File: config.mk
export PLATFORM = sky130hd
export DESIGN_NAME = keypad_scanner
export DESIGN_NICKNAME = d
export VERILOG_FILES = /design/src/rtl/keypad_pkg.sv /design/src/rtl/kp_sync.sv /design/src/rtl/keypad_scanner.sv
export SDC_FILE = /design/constraint.sdc
export NUM_CORES = 1
export LEC_CHECK = 0
export BUFFER_PORTS_ARGS = -buffer_cell sky130_fd_sc_hd__buf_2
export CORE_ASPECT_RATIO = 1.1
export CORE_MARGIN = 1
export CORE_UTILIZATION = 56
export CTS_CLUSTER_SIZE = 20
export DETAILED_ROUTE_END_ITERATION = 8
export HOLD_SLACK_MARGIN = 0.06
export PLACE_DENSITY_LB_ADDON = 0.25
export SKIP_CTS_REPAIR_TIMING = 1
export SYNTH_ARGS = -nofsm -noshare
export SYNTH_HDL_FRONTEND = slang
export SYNTH_HIERARCHICAL = 1
export SYNTH_SLANG_ARGS = --single-unit
export TNS_END_PERCENT = 50
File: constraint.sdc
create_clock -name clk -period 4.8 [get_ports clk]
set_clock_uncertainty 0.15 [all_clocks]
set_input_delay 0.96 -clock clk [delete_from_list [all_inputs] [get_ports clk]]
set_output_delay 0.96 -clock clk [all_outputs]
set_load 0.005 [all_outputs]
File: src/rtl/keypad_pkg.sv
// Shared definitions for the keypad scanner slice.
// Holds the scanner state encoding, the keypad matrix width, the default
// timing parameters and small combinational helpers on row/column vectors.
package keypad_pkg;

    // Keypad matrix is 4 rows by 4 columns.
    localparam int KP_W = 4;

    // Default clock cycles per column dwell / sample period.
    localparam int KP_SCAN_DIV_DEF = 1000;

    // Default number of consecutive matching samples to accept a press or release.
    localparam int KP_DEBOUNCE_CNT_DEF = 4;

    // Column strobe value after reset.
    localparam logic [KP_W-1:0] KP_COL_RESET = 4'b0001;

    // Scanner states.
    typedef enum logic [1:0] {
        SCAN     = 2'b00,
        DEBOUNCE = 2'b01,
        HELD     = 2'b10,
        RELEASE  = 2'b11
    } kp_state_e;

    // True when exactly one bit of v is set; zero and multi-key (ghost) patterns are rejected.
    function automatic logic is_one_hot(input logic [KP_W-1:0] v);
        logic [KP_W-1:0] v_minus_one;
        v_minus_one = v - 4'b0001;
        return (v != 4'b0000) && ((v & v_minus_one) == 4'b0000);
    endfunction

    // Rotate a column strobe one position toward the MSB, wrapping MSB to LSB.
    function automatic logic [KP_W-1:0] rot_left(input logic [KP_W-1:0] v);
        return {v[KP_W-2:0], v[KP_W-1]};
    endfunction

endpackage

File: src/rtl/kp_sync.sv
// Two-flop synchronizer for the raw keypad row lines.
// Ports:
//   clk - system clock
//   rst - synchronous active-high reset, clears both flop stages
//   d   - asynchronous input vector
//   q   - synchronized output vector (two clk cycles of latency)
module kp_sync
    import keypad_pkg::*;
#(
    parameter int W = KP_W
) (
    input  logic         clk,
    input  logic         rst,
    input  logic [W-1:0] d,
    output logic [W-1:0] q
);

    logic [W-1:0] meta_r;
    logic [W-1:0] sync_r;

    // Two back-to-back flop stages; the first may go metastable, the second resolves it.
    always_ff @(posedge clk) begin
        if (rst) begin
            meta_r <= {W{1'b0}};
            sync_r <= {W{1'b0}};
        end else begin
            meta_r <= d;
            sync_r <= meta_r;
        end
    end

    assign q = sync_r;

endmodule

File: src/rtl/keypad_scanner.sv
// 4x4 matrix keypad scanner with debounce.
// Strobes one column at a time, samples the synchronized rows once per dwell
// period, debounces a single-key press and its release, and reports the
// accepted key as one-hot row/column plus a one-cycle key_valid pulse.
// Ports:
//   clk       - system clock
//   rst       - synchronous active-high reset
//   row_in    - raw keypad rows, active-high, asynchronous to clk
//   col_drive - one-hot active-high column strobe to the keypad
//   rows      - one-hot row of the last accepted key
//   cols      - one-hot column of the last accepted key
//   key_valid - single-cycle pulse on each newly accepted press
module keypad_scanner
    import keypad_pkg::*;
#(
    parameter int SCAN_DIV     = KP_SCAN_DIV_DEF,
    parameter int DEBOUNCE_CNT = KP_DEBOUNCE_CNT_DEF
) (
    input  logic            clk,
    input  logic            rst,
    input  logic [KP_W-1:0] row_in,
    output logic [KP_W-1:0] col_drive,
    output logic [KP_W-1:0] rows,
    output logic [KP_W-1:0] cols,
    output logic            key_valid
);

    // Dwell counter only needs to reach SCAN_DIV-1; the debounce counters must
    // be able to hold DEBOUNCE_CNT itself, hence the +1.
    localparam int DIV_W = (SCAN_DIV > 1) ? $clog2(SCAN_DIV) : 1;
    localparam int CNT_W = $clog2(DEBOUNCE_CNT + 1);

    localparam logic [DIV_W-1:0] DIV_LAST  = DIV_W'(SCAN_DIV - 1);
    localparam logic [DIV_W-1:0] DIV_ONE   = DIV_W'(1);
    localparam logic [CNT_W-1:0] CNT_LIMIT = CNT_W'(DEBOUNCE_CNT);
    localparam logic [CNT_W-1:0] CNT_ONE   = CNT_W'(1);

    logic [KP_W-1:0]  row_s;
    logic             tick_s;
    logic             row_gone_s;
    logic [CNT_W-1:0] match_inc_s;
    logic [CNT_W-1:0] rel_inc_s;

    kp_state_e        state_r, state_nx;
    logic [DIV_W-1:0] div_cnt_r;
    logic [KP_W-1:0]  col_r, col_nx;
    logic [KP_W-1:0]  cap_row_r, cap_row_nx;
    logic [KP_W-1:0]  cap_col_r, cap_col_nx;
    logic [CNT_W-1:0] match_r, match_nx;
    logic [CNT_W-1:0] rel_r, rel_nx;
    logic [KP_W-1:0]  rows_r, rows_nx;
    logic [KP_W-1:0]  cols_r, cols_nx;
    logic             valid_r, valid_nx;

    kp_sync #(
        .W (KP_W)
    ) u_sync (
        .clk (clk),
        .rst (rst),
        .d   (row_in),
        .q   (row_s)
    );

    // Free-running dwell counter; its last count is the sample tick.
    always_ff @(posedge clk) begin
        if (rst) begin
            div_cnt_r <= {DIV_W{1'b0}};
        end else if (div_cnt_r == DIV_LAST) begin
            div_cnt_r <= {DIV_W{1'b0}};
        end else begin
            div_cnt_r <= div_cnt_r + DIV_ONE;
        end
    end

    assign tick_s = (div_cnt_r == DIV_LAST);

    // Captured key is one-hot, so masking tells whether its row line has dropped.
    assign row_gone_s = ((row_s & cap_row_r) == 4'b0000);

    // Saturating increments keep the counters pinned at the limit.
    assign match_inc_s = (match_r == CNT_LIMIT) ? match_r : (match_r + CNT_ONE);
    assign rel_inc_s   = (rel_r == CNT_LIMIT) ? rel_r : (rel_r + CNT_ONE);

    // Next-state and next-output logic; all decisions happen only on the sample tick.
    always_comb begin
        state_nx   = state_r;
        col_nx     = col_r;
        cap_row_nx = cap_row_r;
        cap_col_nx = cap_col_r;
        match_nx   = match_r;
        rel_nx     = rel_r;
        rows_nx    = rows_r;
        cols_nx    = cols_r;
        valid_nx   = 1'b0;
        if (tick_s) begin
            case (state_r)
                SCAN: begin
                    if (is_one_hot(row_s)) begin
                        cap_row_nx = row_s;
                        cap_col_nx = col_r;
                        match_nx   = CNT_ONE;
                        state_nx   = DEBOUNCE;
                    end else begin
                        col_nx = rot_left(col_r);
                    end
                end
                DEBOUNCE: begin
                    if (row_s == cap_row_r) begin
                        match_nx = match_inc_s;
                        if (match_inc_s == CNT_LIMIT) begin
                            rows_nx  = cap_row_r;
                            cols_nx  = cap_col_r;
                            valid_nx = 1'b1;
                            state_nx = HELD;
                        end else begin
                            state_nx = DEBOUNCE;
                        end
                    end else begin
                        state_nx = SCAN;
                        col_nx   = rot_left(col_r);
                    end
                end
                HELD: begin
                    if (row_gone_s) begin
                        rel_nx   = CNT_ONE;
                        state_nx = RELEASE;
                    end else begin
                        state_nx = HELD;
                    end
                end
                RELEASE: begin
                    if (row_gone_s) begin
                        rel_nx = rel_inc_s;
                        if (rel_inc_s == CNT_LIMIT) begin
                            state_nx = SCAN;
                            col_nx   = rot_left(col_r);
                        end else begin
                            state_nx = RELEASE;
                        end
                    end else begin
                        state_nx = HELD;
                    end
                end
                default: begin
                    state_nx = SCAN;
                    col_nx   = KP_COL_RESET;
                end
            endcase
        end else begin
            state_nx = state_r;
        end
    end

    // State, capture, counter and output registers.
    always_ff @(posedge clk) begin
        if (rst) begin
            state_r   <= SCAN;
            col_r     <= KP_COL_RESET;
            cap_row_r <= 4'b0000;
            cap_col_r <= 4'b0000;
            match_r   <= {CNT_W{1'b0}};
            rel_r     <= {CNT_W{1'b0}};
            rows_r    <= 4'b0000;
            cols_r    <= 4'b0000;
            valid_r   <= 1'b0;
        end else begin
            state_r   <= state_nx;
            col_r     <= col_nx;
            cap_row_r <= cap_row_nx;
            cap_col_r <= cap_col_nx;
            match_r   <= match_nx;
            rel_r     <= rel_nx;
            rows_r    <= rows_nx;
            cols_r    <= cols_nx;
            valid_r   <= valid_nx;
        end
    end

    assign col_drive = col_r;
    assign rows      = rows_r;
    assign cols      = cols_r;
    assign key_valid = valid_r;

endmodule

==> run metrics <==
asr flop ratio synth 0%; NumNets Final 247; Routability Congestion 0.808; initial drt markers 77; RSZ-0062 raised after global routing no; setup TNS 0 ps; DP Area 2150 um^2; Synth top area share 46.3%; P_leak 0.907 nW; Int Power 0.455 mW; DRC 0; Post-synth EDFFs 0; Max-slew headroom 52.0%; synthesized area 2030 um^2; fill count 315; fin cells 279; Layout area overhead 7.88%; pwr/cell area 268 nW/um^2; final setup fails 0; switching fraction of total power 22.6%; most frequent cells in the layout dfxtp_1 (47), nor2_1 (30), mux2i_1 (21); number of distinct library cells after synthesis 39; Sequential Power Share 68.0%; Gate power share 3.4%; Crit Path Class reg2reg; Multi-input gate area 1030 um^2; synthesis warning total 6; final period utilization 60.2%; Least-Margin Pin Slew 715 ps; Hold WS 304 ps; core area 3410 um^2; Die X 59.5 um; clock power share 28.6%; Worst Path Required 4890 ps; Fin. Hold Viols 0; Max clock buf depth 2; Max Slew Vio Count 0; CP Depth 6; critical path startpoint category flip-flop; largest area contributor in the netlist dfxtp_1; post-DR wirelength/cell 12.7 um; clock net sink count 47; reg2reg setup slack 1910 ps; Die Ht 65.2 um; Worst Min Path Start u_sync/meta_r[0]; crit path max fanout 9; post-synth net total 229; Initial DRT Pass Iterations 4; critical path cell sequence ha_1, or4_1, nor3b_1, nand3_1, mux2i_1, nor2_1; diode count 0; syn_area_per_cell 9.50 um^2; worst reg2reg startpoint u_sync/q[0]; crit path DAT 2980 ps; Worst path slowest cell or4_1; Hold WC Path Type reg2reg; sequential element share of the synthesized area 46.3%; Fmax 346 MHz; number of CTS-inserted buffers 5; first-pass GRT wire length 6100 um; Core Rows 22; critical path's largest stage delay 560 ps; Tot Pwr 0.587 mW; CP endpoint kind flip-flop; largest net degree at the start of global routing 38; CTS tree done; ratio of cells with drive above 1 in the final layout 13.0%; r2r endpoint cols[0]; Root Buffer Master clkbuf_4; wirelength, routed 3550 um; # IOs 19; total number of vias 1532; final HPWL from detailed placement 2580 um; Crit path max-delay family simple AND/OR/NAND/NOR gates; min Tclk post-route 2890 ps; status complete, no violations; Starting Density 59.6%; gr usage total 21.1%; Reg area 941 um^2; r2r worst-path depth 6; ranking of synthesized cells by area dfxtp_1 (46%), mux2i_1 (10%), ha_1 (5.5%); most common cell after layout, fill and taps aside dfxtp_1; Routed Antenna Nets 0; clock latency on the worst-skew pair 350 ps; post-synthesis instance total 214; hold path endpoint u_sync/q[0]; post-route cell area 2190 um^2; initial antenna violation count 0; die area 3880 um^2; worst path buffer plus inverter count 0; switching pwr 0.133 mW; top_reg_cell synth dfxtp_1; H-Tree Depth 2; maximum VDD drop 247 uV; Reg clk slew, reported paths 120 ps; number of buffers added on ports 18; GR Overflow Total 0; vias in the first global route 1422; Hold Path Depth 1; Placed Cells 273; Max Cap Viol 0; number of synthesized register bits 47; Avg Vias per Cell 5.49
## how the worst max path moves through the flow
| stage | start | to |
|---|---|---|
| after global placement | match_r[0] | rows[3] |
| after detailed placement | u_sync/q[0] | cols[0] |
| after CTS | u_sync/q[0] | cols[0] |
| final | u_sync/q[0] | cols[0] |
| after global routing | u_sync/q[1] | rows[1] |
| after floorplan | u_sync/q[1] | cols[0] |
## sequential cells by signal, indices dropped and copies added (netlist names)
| signal | flops |
|---|---|
| cap_col_r | 4 |
| cap_row_r | 4 |
| col_drive | 4 |
| cols | 4 |
| div_cnt_r | 10 |
| key_valid | 1 |
| match_r | 3 |
| rel_r | 3 |
| rows | 4 |
| state_r | 2 |
| u_sync/meta_r | 4 |
| u_sync/q | 4 |
## final cells by class
cell class	count	share of cell area [%]
Sequential cell	47	42.9
Multi-Input combinational cell	153	47.0
Timing Repair Buffer	18	4.11
Tap cell	48	2.74
Clock buffer	5	1.71
Clock inverter	1	0.342
Inverter	7	1.20
## power by group through the flow
| stage | Clock (mW) | Sequential (mW) | Combinational, mW |
|---|---|---|---|
| final | 0.168 | 0.399 | 0.0202 |
| after global routing | 0.189 | 0.401 | 0.0233 |
| after floorplan | 0 | 0.407 | 0.0146 |
| after detailed placement | 0 | 0.408 | 0.0204 |
| after CTS | 0.174 | 0.399 | 0.0206 |
| after global placement | 0 | 0.408 | 0.0198 |
## cells in the mapped netlist (all sizes together), types with 4 or more instances
| library cell | number |
|---|---|
| nor3 | 4 |
| and3 | 5 |
| inv | 7 |
| clkbuf | 4 |
| o21ai | 5 |
| ha | 9 |
| a21oi | 14 |
| mux2i | 21 |
| nand3 | 4 |
| nor2 | 30 |
| nand2 | 12 |
| nor2b | 9 |
| dfxtp | 47 |
| xor2 | 4 |
| nand4 | 4 |
## stage by stage
step,worst slack (ps),util (%)
after floorplan,2510,-
after global placement,2070,62.9
after detailed placement,1920,62.9
after CTS,1900,64.3
after global routing,1610,64.3
final,1910,64.3
## worst register-to-register path, cell delays in order, from the launching register on
cell and delay (ps):
dfxtp_1 430, ha_1 260, or4_1 560, nor3b_1 450, nand3_1 540, mux2i_1 340, nor2_1 60
## cell families after synthesis
| family | Yosys count | synth area share, % |
|---|---|---|
| multiplexers | 21 | 10.3 |
| flip-flops | 47 | 46.3 |
| adder cells (fa/ha/maj) | 9 | 5.54 |
| AND/OR/NAND/NOR | 86 | 23.0 |
| buffers and inverters | 14 | 3.01 |
| XOR/XNOR | 7 | 3.02 |
| AO/OA/AOI/OAI | 30 | 8.86 |
## routing by layer
metal	vias up	share of wire, %	GRT usage, %
li1	785	-	-
met1	726	49	25.4
met2	17	47	35.0
met3	4	2.7	6.50
met4	0	1.0	7.44
met5	-	0	0
(Power assumes the default switching activity.)
